### src/rtl/tcm_dma_pkg.sv
// ============================================================================
// Module : tcm_dma_pkg
// Brief  : Shared state encoding and transfer-mode constants for tcm_dma.
// Rev    : 1.0  initial release
// ============================================================================
`default_nettype none

package tcm_dma_pkg;

    typedef enum logic [2:0] {
        ST_IDLE    = 3'd0,
        ST_RD_REQ  = 3'd1,
        ST_RD_WAIT = 3'd2,
        ST_WR      = 3'd3,
        ST_DONE    = 3'd4
    } state_t;

    localparam logic MODE_COPY = 1'b0;
    localparam logic MODE_FILL = 1'b1;

endpackage

`default_nettype wire

### src/rtl/tcm_dma.sv
// ============================================================================
// Module : tcm_dma
// Brief  : Word copy / fill DMA engine driving one port of the TCM BRAM.
// Rev    : 1.0  initial release
// ============================================================================
`default_nettype none

module tcm_dma
    import tcm_dma_pkg::*;
#(
    parameter int XLEN  = 32,
    parameter int ADDRW = 10
) (
    input  logic                clk_i,
    input  logic                rst_i,
    input  logic                start_i,
    input  logic                mode_i,
    input  logic [ADDRW-1:0]    src_i,
    input  logic [ADDRW-1:0]    dst_i,
    input  logic [ADDRW:0]      len_i,
    input  logic [XLEN-1:0]     fill_i,
    input  logic                abort_i,
    output logic                busy_o,
    output logic                done_o,
    output logic                aborted_o,
    output logic [ADDRW:0]      count_o,
    output logic                mem_en_o,
    output logic                mem_we_o,
    output logic [XLEN/8-1:0]   mem_be_o,
    output logic [ADDRW-1:0]    mem_addr_o,
    output logic [XLEN-1:0]     mem_data_o,
    input  logic [XLEN-1:0]     mem_data_i,
    input  logic                mem_ready_i
);

    localparam logic [ADDRW-1:0] ONE_A = {{(ADDRW-1){1'b0}}, 1'b1};
    localparam logic [ADDRW:0]   ONE_C = {{ADDRW{1'b0}}, 1'b1};

    state_t            state;
    logic              mode;
    logic [ADDRW-1:0]  src_ptr;
    logic [ADDRW-1:0]  dst_ptr;
    logic [ADDRW:0]    len;
    logic [XLEN-1:0]   fill;
    logic              abort_pend;

    logic [ADDRW:0]    count_next;
    logic              last_word;
    logic              abort_now;

    assign count_next = count_o + ONE_C;
    assign last_word  = (count_next == len);
    // Abort is remembered through the read half so it is only acted on once the word is written.
    assign abort_now  = abort_pend | abort_i;

    always_ff @(posedge clk_i or posedge rst_i) begin
        if (rst_i) begin
            state      <= ST_IDLE;
            mode       <= MODE_COPY;
            src_ptr    <= '0;
            dst_ptr    <= '0;
            len        <= '0;
            fill       <= '0;
            abort_pend <= 1'b0;
            busy_o     <= 1'b0;
            done_o     <= 1'b0;
            aborted_o  <= 1'b0;
            count_o    <= '0;
            mem_en_o   <= 1'b0;
            mem_we_o   <= 1'b0;
            mem_be_o   <= '0;
            mem_addr_o <= '0;
            mem_data_o <= '0;
        end else begin
            case (state)
                ST_IDLE: begin
                    busy_o    <= 1'b0;
                    done_o    <= 1'b0;
                    aborted_o <= 1'b0;
                    mem_en_o  <= 1'b0;
                    mem_we_o  <= 1'b0;
                    mem_be_o  <= '0;
                    if (start_i) begin
                        mode       <= mode_i;
                        src_ptr    <= src_i;
                        dst_ptr    <= dst_i;
                        len        <= len_i;
                        fill       <= fill_i;
                        count_o    <= '0;
                        abort_pend <= 1'b0;
                        busy_o     <= 1'b1;
                        if (len_i == '0) begin
                            state  <= ST_DONE;
                            done_o <= 1'b1;
                        end else if (mode_i == MODE_COPY) begin
                            state      <= ST_RD_REQ;
                            mem_en_o   <= 1'b1;
                            mem_addr_o <= src_i;
                        end else begin
                            state      <= ST_WR;
                            mem_en_o   <= 1'b1;
                            mem_we_o   <= 1'b1;
                            mem_be_o   <= '1;
                            mem_addr_o <= dst_i;
                            mem_data_o <= fill_i;
                        end
                    end
                end
                ST_RD_REQ: begin
                    state      <= ST_RD_WAIT;
                    mem_en_o   <= 1'b0;
                    abort_pend <= abort_now;
                end
                ST_RD_WAIT: begin
                    abort_pend <= abort_now;
                    if (mem_ready_i) begin
                        state      <= ST_WR;
                        mem_en_o   <= 1'b1;
                        mem_we_o   <= 1'b1;
                        mem_be_o   <= '1;
                        mem_addr_o <= dst_ptr;
                        mem_data_o <= mem_data_i;
                    end
                end
                ST_WR: begin
                    count_o  <= count_next;
                    src_ptr  <= src_ptr + ONE_A;
                    dst_ptr  <= dst_ptr + ONE_A;
                    mem_we_o <= 1'b0;
                    mem_be_o <= '0;
                    if (last_word || abort_now) begin
                        state     <= ST_DONE;
                        mem_en_o  <= 1'b0;
                        done_o    <= 1'b1;
                        aborted_o <= abort_now & ~last_word;
                    end else if (mode == MODE_COPY) begin
                        state      <= ST_RD_REQ;
                        mem_en_o   <= 1'b1;
                        mem_addr_o <= src_ptr + ONE_A;
                    end else begin
                        state      <= ST_WR;
                        mem_en_o   <= 1'b1;
                        mem_we_o   <= 1'b1;
                        mem_be_o   <= '1;
                        mem_addr_o <= dst_ptr + ONE_A;
                        mem_data_o <= fill;
                    end
                end
                ST_DONE: begin
                    state     <= ST_IDLE;
                    busy_o    <= 1'b0;
                    done_o    <= 1'b0;
                    aborted_o <= 1'b0;
                end
                default: begin
                    state <= ST_IDLE;
                end
            endcase
        end
    end

endmodule

`default_nettype wire
### config.mk
export PLATFORM = sky130hd
export DESIGN_NAME = tcm_dma
export DESIGN_NICKNAME = d
export VERILOG_FILES = /design/src/rtl/tcm_dma_pkg.sv /design/src/rtl/tcm_dma.sv
export SDC_FILE = /design/constraint.sdc
export NUM_CORES = 1
export LEC_CHECK = 0
export ABC_AREA = 1
export CAP_MARGIN = 25
export CORE_MARGIN = 2
export CORE_UTILIZATION = 45
export DETAILED_ROUTE_END_ITERATION = 10
export HOLD_SLACK_MARGIN = 0.05
export PLACE_DENSITY = 0.74
export SYNTH_ARGS = -nofsm -noshare
export SYNTH_HDL_FRONTEND = slang
export SYNTH_SLANG_ARGS = --single-unit
### constraint.sdc
create_clock -name clk_i -period 4.24 [get_ports clk_i]
set_input_delay 0.636 -clock clk_i [delete_from_list [all_inputs] [get_ports clk_i]]
set_output_delay 0.636 -clock clk_i [all_outputs]
set_load 0.005 [all_outputs]
==> results by group <==
Place
  • Place WS: 1190 ps
  • Area after DPL: 8410 sq um
  • Half-perimeter wire length after placement: 12600 um
  • GP Congestion: 0.907
  • I/O Buffers: 162

Cells and area
  • Layout area overhead: 34.5%
  • Diode count: 0
  • Layout cells sized above 1: 5.25%
  • Nets: between 1000 and 1500
  • Final Cell Area: 9020 sq um

STA
  • Clk_skew: 7.05 ps
  • Final WS setup: between 1000 and 1500 ps
  • Crit share post-route: between 70% and 80%
  • Minimum clock period: between 3000 and 4000 ps
  • Slew Viols, Final: 0
  • Final Hold Fails: 0
  • Peak Freq: 0.331 GHz
  • RSZ-0062 raised after global routing: false
  • Worst-margin pin slew: ~980 ps
  • Slew HR: approximately a third
  • Setup TNS: 0 ps
  • Finish-stage setup viols: 0

Logic synthesis
  • Leading area contributor after synthesis: dfrtp_1
  • Commonest cells in the netlist: nand2_1, dfrtp_1, inv_1, nand3_1, o21ai_0
  • Synth top area share: 47.0%
  • Async SR Flop Fraction: 100%
  • Mapped Nets: roughly 980
  • Synth Cell Area: 6700 sq um
  • EDFF count, synth: 0
  • Seq/Total Area, Yosys: 47.0%
  • Synth top area cells: dfrtp_1, nand2_1, inv_1
  • Distinct cell type count after synthesis: 42
  • Most frequent cell after synthesis: nand2_1
  • Syn. warnings: 0
  • Syn Inst Count: 873
  • Syn_area_per_cell: 7.68 sq um
  • Most common flop cell mapped by yosys: dfrtp_1
  • Yosys reg bits: approximately 130

Worst setup path
  • Crit Path Class: flip-flop to flip-flop
  • R2r setup slk: between 1000 and 1500 ps
  • Crit-path cells: ha_1 > nand3_1 > nor2_2 > nand2_1 > nand2_1 > nor2_1 > nor2_1 > nand2_1 > nor2_1 > nand2_1 > nand3_2 > nand3_4 > nand2_4 > o21ai_1
  • Crit path DAT: 3290 ps
  • Startpoint types: flip-flop
  • WP data required: 4500 ps
  • Worst Path Buf+Inv: 0
  • Worst Setup End Kind: flip-flop
  • Slowest library cell on the worst path: dfrtp_1
  • Most common cell on crit path: nand2_1
  • Critical Path Max Stage Delay: 480 ps
  • Worst path top cell family by delay: simple AND/OR/NAND/NOR gates
  • Crit Path Max Fanout: 33

Detailed routing
  • DRC: 0
  • Via density: 5.35
  • DR iter-0 viols: 496
  • Drt pass-1 iters: 7
  • Overall via count from detail_route: 6479
  • Post-route ant nets: 0
  • Drt wl/cell: between 15 and 20 um
  • Total routed wirelength: 18700 um

Global routing
  • Pin count of the biggest net entering global routing: 75
  • Gr usage total: 23.6%
  • First-pass GRT wire length: 30000 um
  • Antenna violations before repair: 0
  • Grt ovf: 0
  • Vias in the first global route: 6094

Clocking
  • Htree depth: 4
  • Clock Latency Late Sink: between 400 and 500 ps
  • Clock Sinks: 126
  • Setup Buffers After CTS: 0
  • TritonCTS buffer count: 17
  • CTS tree: yes
  • CTS clock-pin slew for the worst setup and hold paths: 60 ps
  • Root buffer cell: clkbuf_16
  • CTS resizes: 0
  • Post-CTS Hold Buffers: 0
  • Clock Path Buffers: 2

Power
  • Leak: ~4.2 nW
  • Overall Power: 6.86 mW
  • Max IR drop VDD: around 430 uV
  • Power Density: 761 nW/um^2

Floorplan
  • Die X: 126 um
  • Die ar.: 15900 sq um
  • Row count: 44
  • Placeable Area: 14500 sq um
  • Initial Utilization: 46.1%
  • Die height: approximately 130 um
  • IO Pins: 163

Run
  • Max cap viols: 0

Worst hold path
  • Hold Crit Class: flip-flop to flip-flop

Outcome
  • Status: finished clean
==> final cells by class <==
type | instances | area, sq um
fillers | 1293 | 5520
flip-flops and latches | 126 | 3150
multi-input cells | 599 | 2950
repair buffers | 168 | 1680
clock buffers | 25 | 505
inverters | 104 | 393
well taps | 184 | 230
clock inverters | 6 | 105
==> tightest hold or removal path, delay by kind of cell (launching register included) <==
kind | cells | cell delay, ps
flip-flops | 1 | 340
AND/OR/NAND/NOR | 2 | 100
==> final timing paths <==
path / startpoint / end / cells after the start
worst max-delay path: count_o[0] / mem_be_o[2] / 14
worst min-delay path: mem_data_o[20] / mem_data_o[20] / 2
worst max register to register: count_o[0] / mem_be_o[2] / 14
worst min register to register: mem_data_o[20] / mem_data_o[20] / 2
max in group asynchronous: rst_i / count_o[8] / 3
min in group asynchronous: rst_i / mem_data_o[25] / 2
==> kinds of logic (layout without fill, tap and decap cells) <==
logic type | count (synthesis) | in the layout | share of synthesized area, %
adder cells (fa/ha/maj) | 3 | 3 | 0.560
buffers and inverters | 148 | 303 | 9.20
flip-flops | 126 | 126 | 47.0
AND/OR/NAND/NOR | 426 | 426 | 26.9
XOR/XNOR | 11 | 11 | 1.44
AO/OA/AOI/OAI | 159 | 159 | 14.9
==> placed cells by master (no fill, tap or decap), types with 2 or more instances in the layout <==
cell type and count:
a2111oi_0 4, a211oi_1 2, a21oi_1 12, a22oi_1 2, buf_4 5, bufinv_16 3
clkbuf_1 3, clkbuf_16 17, clkbuf_8 5, clkdlybuf4s50_1 162, clkinv_2 3, dfrtp_1 126
ha_1 3, inv_1 99, inv_2 3, nand2_1 288, nand2_2 2, nand3_1 73
nand3_2 2, nand4_1 7, nor2_1 34, nor2_2 3, nor2_4 4, nor3_1 4
nor4_1 5, o211ai_1 36, o21ai_0 70, o21ai_1 2, o21ai_2 2, o221ai_1 14
o22ai_1 8, xor2_1 10
==> routing by layer <==
metal	part of all wire (%)	vias to the layer above	global-route usage [%]
li1	-	3149	-
met1	45	3067	32.9
met2	46	228	36.3
met3	6.3	35	4.63
met4	2.1	0	9.44
met5	0	-	0
==> per-stage QoR <==
step | hold slack, ps | utilization [%] | instances
final | 471 | 62.1 | 1212
after global routing | 496 | 62.1 | 1212
after CTS | 477 | 62.1 | 1212
after detailed placement | 464 | 57.9 | 1181
after global placement | 455 | 57.9 | 1181
after floorplan | 453 | - | 873
==> power by group <==
part | switching (mW) | internal, mW | leakage (nW)
Combinational | 1.87 | 1.28 | 2.29
Sequential | 0.414 | 1.79 | 1.58
Clock | 0.517 | 0.997 | 0.303
Total | 2.80 | 4.06 | 4.17
==> flip-flops by register name, indices dropped and copies added (netlist names), 3 cells and up <==
signal,flops
len,11
state,3
dst_ptr,10
count_o,11
fill,32
mem_addr_o,10
src_ptr,10
mem_data_o,32
Note: power is estimated with default switching activity, not from simulation.
==> RTL edit 1, RTL diff (config.mk and constraints unchanged) <==
The 5 states of `state_t` get a one-hot encoding in 5 bits.
--- a/src/rtl/tcm_dma_pkg.sv
+++ b/src/rtl/tcm_dma_pkg.sv
@@ -8,10 +8,10 @@
 package tcm_dma_pkg;
 
-    typedef enum logic [2:0] {
-        ST_IDLE    = 3'd0,
-        ST_RD_REQ  = 3'd1,
-        ST_RD_WAIT = 3'd2,
-        ST_WR      = 3'd3,
-        ST_DONE    = 3'd4
+    typedef enum logic [4:0] {
+        ST_IDLE    = 5'b00001,
+        ST_RD_REQ  = 5'b00010,
+        ST_RD_WAIT = 5'b00100,
+        ST_WR      = 5'b01000,
+        ST_DONE    = 5'b10000
     } state_t;
 
Check against the original RTL: same outputs for any inputs over 4 cycles, from zero or initial values and one cycle with rst_i high; so few cycles prove little.
==> RTL edit 1 against the unedited design <==
Fmax shrank 0.44%. Area after synthesis grew 3.6%. Wire length grew 5.6%. Worst hold slack lost 0.0039 ns. Count of clock-buffer cells in the layout grew 1. Combinational power shrank 13%. Worst setup slack lost 0.013 ns. Total power shrank 8.5%. Sequential cell count grew 2. Synthesized cell count grew 5.6%. Final area grew 2.6%. Sequential share of layout area shrank 0.32 points. Critical endpoint is now mem_data_o[29]. Largest cell class unchanged. Largest power group unchanged.
==> RTL edit 1: results (changes against the unedited design) <==
Route
  – Final WL: 19.7 mm (was 18.7 mm)
  – Drt initial violations: 529 (was 496)
  – First drt pass iteration count: 5 (was 7)
  – Total number of vias: 6672 (was 6479)

Place
  – Pre-CTS WS: 1.24 ns (was 1.19 ns)
  – Gpl congestion: 0.894 (was 0.907)
  – IO buf count: 162 (unchanged)
  – HPWL after DPL: 13.5 mm (was 12.6 mm)

Critical path
  – FF-to-FF path depth: 8 (was 14)
  – RR Endpoint: mem_data_o[29] (was mem_be_o[2])
  – Worst setup path startpoint: state[4] (was count_o[0])
  – Crit path DAT: 3.34 ns (was 3.29 ns)
  – Largest fanout on the critical path: 34 (was 33)

Min path
  – Min-delay src: mem_addr_o[6] (was mem_data_o[20])
  – Min-Delay Path Class: flop to flop (unchanged)
  – Hold path depth: 2 (unchanged)
  – WHS Endpoint: mem_addr_o[6] (was mem_data_o[20])

Clocking
  – Largest buffer count on any clock path: 2 (unchanged)
  – Post-CTS setup buffers: 0 (unchanged)
  – Clk_lat worst skew: 0.42 ns (about the same)
  – Post-CTS resize count: 0 (unchanged)
  – TritonCTS buffer count: 17 (unchanged)

Logic synthesis
  – Sequential-to-total area share from yosys stat: 0.461 (was 0.470)
  – Most frequent cells after synthesis: nand2_1 (292), dfrtp_1 (127), inv_1 (106), o21ai_0 (90), nand3_1 (73) (was nand2_1 (288), dfrtp_1 (126), inv_1 (100), nand3_1 (73), o21ai_0 (70))
  – Syn. warnings: 0 (unchanged)
  – Synth top area cells: dfrtp_1 (46%), nand2_1 (16%), o21ai_0 (6.5%), inv_1 (5.7%), nand3_1 (5.3%) (was dfrtp_1 (47%), nand2_1 (16%), inv_1 (5.6%), nand3_1 (5.4%), o21ai_0 (5.2%))
  – Net count after synthesis: 1026 (was 977)
  – Distinct cells, synth: 44 (was 42)
  – Top_reg_cell synth: dfrtp_1 (unchanged)

Power
  – Pleak: 4.25 nW (was 4.17 nW)
  – Total internal power: 0.00379 W (was 0.00406 W)
  – Max IR drop VDD: 0.000441 V (was 0.000431 V)

Finish
  – Layout fillers: 1323 (was 1293)
  – Ant. Diodes: 0 (unchanged)
  – Share of cells above drive strength 1: 0.0604 (was 0.0525)
  – Nets@finish: 1168 (was 1120)
  – Top flop regs: fill x32, mem_data_o x32 (unchanged)

Timing
  – Worst Skew: 0.00564 ns (was 0.00705 ns)
  – Least-Margin Pin Slew: 0.903 ns (was 0.975 ns)

GRT
  – GRT Util Overall: 0.249 (was 0.236)
  – First-pass GRT wire length: 32.3 mm (was 30.0 mm)
  – Vias in the first global route: 6580 (was 6094)
  – Largest net degree at the start of global routing: 85 (was 75)

Status
  – Status: completed (unchanged)
-- RTL edit 1: cell types whose count changed after synthesis, moves of 6 or more --
cell      change
nor2_1       +10
nand2_2       +9
inv_1         +6
clkbuf_1      +9
o221ai_1     -12
o21ai_0      +20
o211ai_1      +7
-- RTL edit 1: area by class of cell --
type | count | area share
flip-flops and latches | 128 | 0.346
multi-input cells | 636 | 0.335
repair buffers | 173 | 0.188
clock buffers | 26 | 0.0518
inverters | 108 | 0.0441
well taps | 188 | 0.0254
clock inverters | 6 | 0.00893
-- RTL edit 1: worst max-delay path by stage --
| stage | to | slack, ns |
|---|---|---|
| final | mem_data_o[29] | 1.20 |
| after global routing | mem_data_o[10] | 0.89 |
| after CTS | mem_data_o[29] | 1.23 |
| after detailed placement | mem_data_o[15] | 1.24 |
| after global placement | mem_data_o[29] | 1.27 |
| after floorplan | abort_pend | 0.19 |
-- RTL edit 1: kinds of logic after synthesis --
logic type	after synthesis	share of synthesized area
and+or+nand+nor	449	0.276
AOI/OAI and AO/OA	170	0.147
buffers and inverters	158	0.0924
DFF	128	0.461
xor gates and xnor gates	13	0.0164
adders and majority gates	3	0.00540
muxes	1	0.00144
-- RTL edit 1: metrics by stage --
stage                     power (W)  instances  utilization  instance area (um2)  hold slack (ns)
after global routing        0.00678       1265        0.611                 9250            0.486
after detailed placement    0.00487       1233        0.574                 8690            0.460
after CTS                   0.00630       1265        0.611                 9250            0.472
after floorplan             0.00384        922            -                 6950            0.453
final                       0.00628       1265        0.611                 9250            0.467
after global placement      0.00477       1232        0.572                 8660            0.457
-- RTL edit 1: power groups by stage --
stage,logic (W),clock network (W),registers (W)
6_report,0.00273,0.00141,0.00213
4_1_cts,0.00274,0.00143,0.00213
5_1_grt,0.00309,0.00149,0.00220
2_1_floorplan,0.00176,0,0.00208
3_5_place_dp,0.00273,0,0.00213
3_3_place_gp,0.00263,0,0.00213
-- RTL edit 1: per-layer routing --
layer  GRT usage  up-vias  part of all wire
met1       0.335     3104              0.45
met3      0.0643       34             0.070
met5           0        -                 0
met4      0.0911        0             0.022
met2       0.390      253              0.46
li1            -     3281                 -
-- RTL edit 1: worst max-delay path, cell delays in order, from the launching register on --
cell	delay, ns
dfrtp_1	0.40
nor2_1	0.16
nand3_1	0.38
nand2_1	0.21
nor2_1	0.10
nor2_1	0.68
nand4_4	0.67
nand2_1	0.22
nand2_1	0.07
==> RTL edit 2, RTL diff (config.mk and constraints unchanged) <==
Without the edit above. Set the parameter `ADDRW` to 9 (it was 10).
--- a/src/rtl/tcm_dma.sv
+++ b/src/rtl/tcm_dma.sv
@@ -10,5 +10,5 @@
 #(
     parameter int XLEN  = 32,
-    parameter int ADDRW = 10
+    parameter int ADDRW = 9
 ) (
     input  logic                clk_i,
Interface: changed (5 resized); port bits go from 163 to 158. No check against the original RTL was run, so the function may have changed too.
==> RTL edit 2 against the unedited design <==
Wire length is 1.8% lower. Area after synthesis is 5.4% lower. Via count decreased by 4.1%. Worst setup slack got worse by 0.029 ns. Total power fell by 0.19%. Sequential cell count shrank 5. Final area decreased by 3.8%. Sequential power shrank 5%. Critical path type unchanged. Critical endpoint is now mem_data_o[21]. Largest cell class unchanged.
==> RTL edit 2: results (changes against the unedited design) <==
Status
  – Status: completed (unchanged)

Power
  – Pleak: 4.03 nW (was 4.17 nW)
  – Max IR drop VDD: 0.000467 V (was 0.000431 V)

Timing
  – Worst Skew: 0.00898 ns (was 0.00705 ns)
  – Final-report hold violation count: 0 (unchanged)
  – Least-Margin Pin Slew: 1.01 ns (was 0.975 ns)

Min path
  – Min-delay src: mem_addr_o[1] (was mem_data_o[20])
  – WHS Endpoint: mem_addr_o[1] (was mem_data_o[20])
  – Min-Delay Path Class: flop to flop (unchanged)
  – Hold path depth: 2 (unchanged)

GRT
  – Largest net degree at the start of global routing: 69 (was 75)
  – First-pass GRT wire length: 29.7 mm (was 30.0 mm)
  – GRT Util Overall: 0.254 (was 0.236)
  – Vias in the first global route: 5988 (was 6094)

Place
  – HPWL after DPL: 12.5 mm (was 12.6 mm)
  – IO buf count: 157 (was 162)
  – Gpl congestion: 0.922 (was 0.907)

Logic synthesis
  – Sequential-to-total area share from yosys stat: 0.478 (was 0.470)
  – Synth top area cells: dfrtp_1 (48%), nand2_1 (18%), inv_1 (5.0%), o211ai_1 (4.9%), o21ai_0 (4.6%) (was dfrtp_1 (47%), nand2_1 (16%), inv_1 (5.6%), nand3_1 (5.4%), o21ai_0 (5.2%))
  – Net count after synthesis: 922 (was 977)
  – Most frequent cells after synthesis: nand2_1 (298), dfrtp_1 (121), inv_1 (84), o21ai_0 (58), o211ai_1 (41) (was nand2_1 (288), dfrtp_1 (126), inv_1 (100), nand3_1 (73), o21ai_0 (70))
  – Distinct cells, synth: 36 (was 42)

Critical path
  – Crit-path leading delay family: simple AND/OR/NAND/NOR gates (unchanged)
  – RR Startpoint: state[0] (was count_o[0])
  – Slowest stage delay, CP: 0.80 ns (was 0.48 ns)
  – Crit path DAT: 3.36 ns (was 3.29 ns)
  – Reg-to-reg slack, setup: 1.19 ns (was 1.22 ns)
  – FF-to-FF path depth: 12 (was 14)
  – Slowest cell on crit path: nand4_2 (was dfrtp_1)
  – Largest fanout on the critical path: 36 (was 33)
  – RR Endpoint: mem_data_o[21] (was mem_be_o[2])

Clocking
  – H-tree levels: 4 (unchanged)
  – Post-CTS resize count: 0 (unchanged)
  – TritonCTS buffer count: 17 (unchanged)
  – Post-CTS setup buffers: 0 (unchanged)

Finish
  – Ant. Diodes: 0 (unchanged)
  – Nets@finish: 1065 (was 1120)
  – Share of cells above drive strength 1: 0.0583 (was 0.0525)

Route
  – Total number of vias: 6213 (was 6479)
  – Final WL: 18.3 mm (was 18.7 mm)
  – Drt initial violations: 650 (was 496)
  – First drt pass iteration count: 5 (was 7)
==> RTL edit 2: cell types whose count changed after synthesis, moves of 6 or more <==
cell | before | now
nand3_1 | 73 | 30
nand2_1 | 288 | 298
inv_1 | 100 | 84
clkbuf_1 | 24 | 32
o21ai_0 | 70 | 58
nor2_1 | 35 | 29
nand4_1 | 7 | 36
==> RTL edit 2: how the worst max path moves through the flow <==
stage              from              to  slack [ns]  cells after the start
2_1_floorplan     rst_i      abort_pend        0.39                      1
3_3_place_gp     mode_i  mem_data_o[13]        1.00                      7
3_5_place_dp     mode_i  mem_data_o[21]        0.94                      7
4_1_cts        state[0]  mem_data_o[21]        1.22                     12
5_1_grt        state[0]  mem_data_o[23]        0.94                     12
6_report       state[0]  mem_data_o[21]        1.19                     12
==> RTL edit 2: power breakdown <==
part / internal, W / switching [W]
clock network: 0.00102 / 0.000507
logic: 0.00132 / 0.00193
registers: 0.00171 / 0.000373
==> RTL edit 2: layer usage <==
layer	GRT usage	share of wire	wire length, um	vias to the layer above
met2	0.392	0.47	8590	262
met1	0.347	0.43	7930	2913
met5	0	0	0	-
li1	-	-	-	3007
met3	0.0637	0.077	1410	31
met4	0.0941	0.022	406	0
==> RTL edit 2: logic make-up after synthesis <==
kind of cell	count (synthesis)	share of synthesized area
and+or+nand+nor	412	0.275
AOI/OAI and AO/OA	142	0.141
buffers and inverters	133	0.0839
DFF	121	0.478
xor gates and xnor gates	10	0.0160
adders and majority gates	3	0.00592
==> RTL edit 2: layout make-up <==
class                           count  area, um2
Clock buffer                       26        519
Inverter                           89        337
Fill cell                        1192       5150
Multi-Input combinational cell    567       2790
Tap cell                          180        225
Sequential cell                   121       3030
Timing Repair Buffer              168       1670
Clock inverter                      6        109
==> RTL edit 2: metrics by stage <==
stage / hold slack, ns / instances / instance area [um2] / setup slack [ns]
final: 0.476 / 1157 / 8680 / 1.19
after global placement: 0.454 / 1125 / 8050 / 1.00
after global routing: 0.493 / 1157 / 8680 / 0.940
after detailed placement: 0.462 / 1125 / 8050 / 0.936
after floorplan: 0.453 / 821 / 6340 / 0.390
after CTS: 0.475 / 1157 / 8680 / 1.22
==> RTL edit 2: tightest hold or removal path: cells and delay by family (launching register included) <==
kind / cells / cell delay (ns)
flops: 1 / 0.34
simple gates: 2 / 0.11
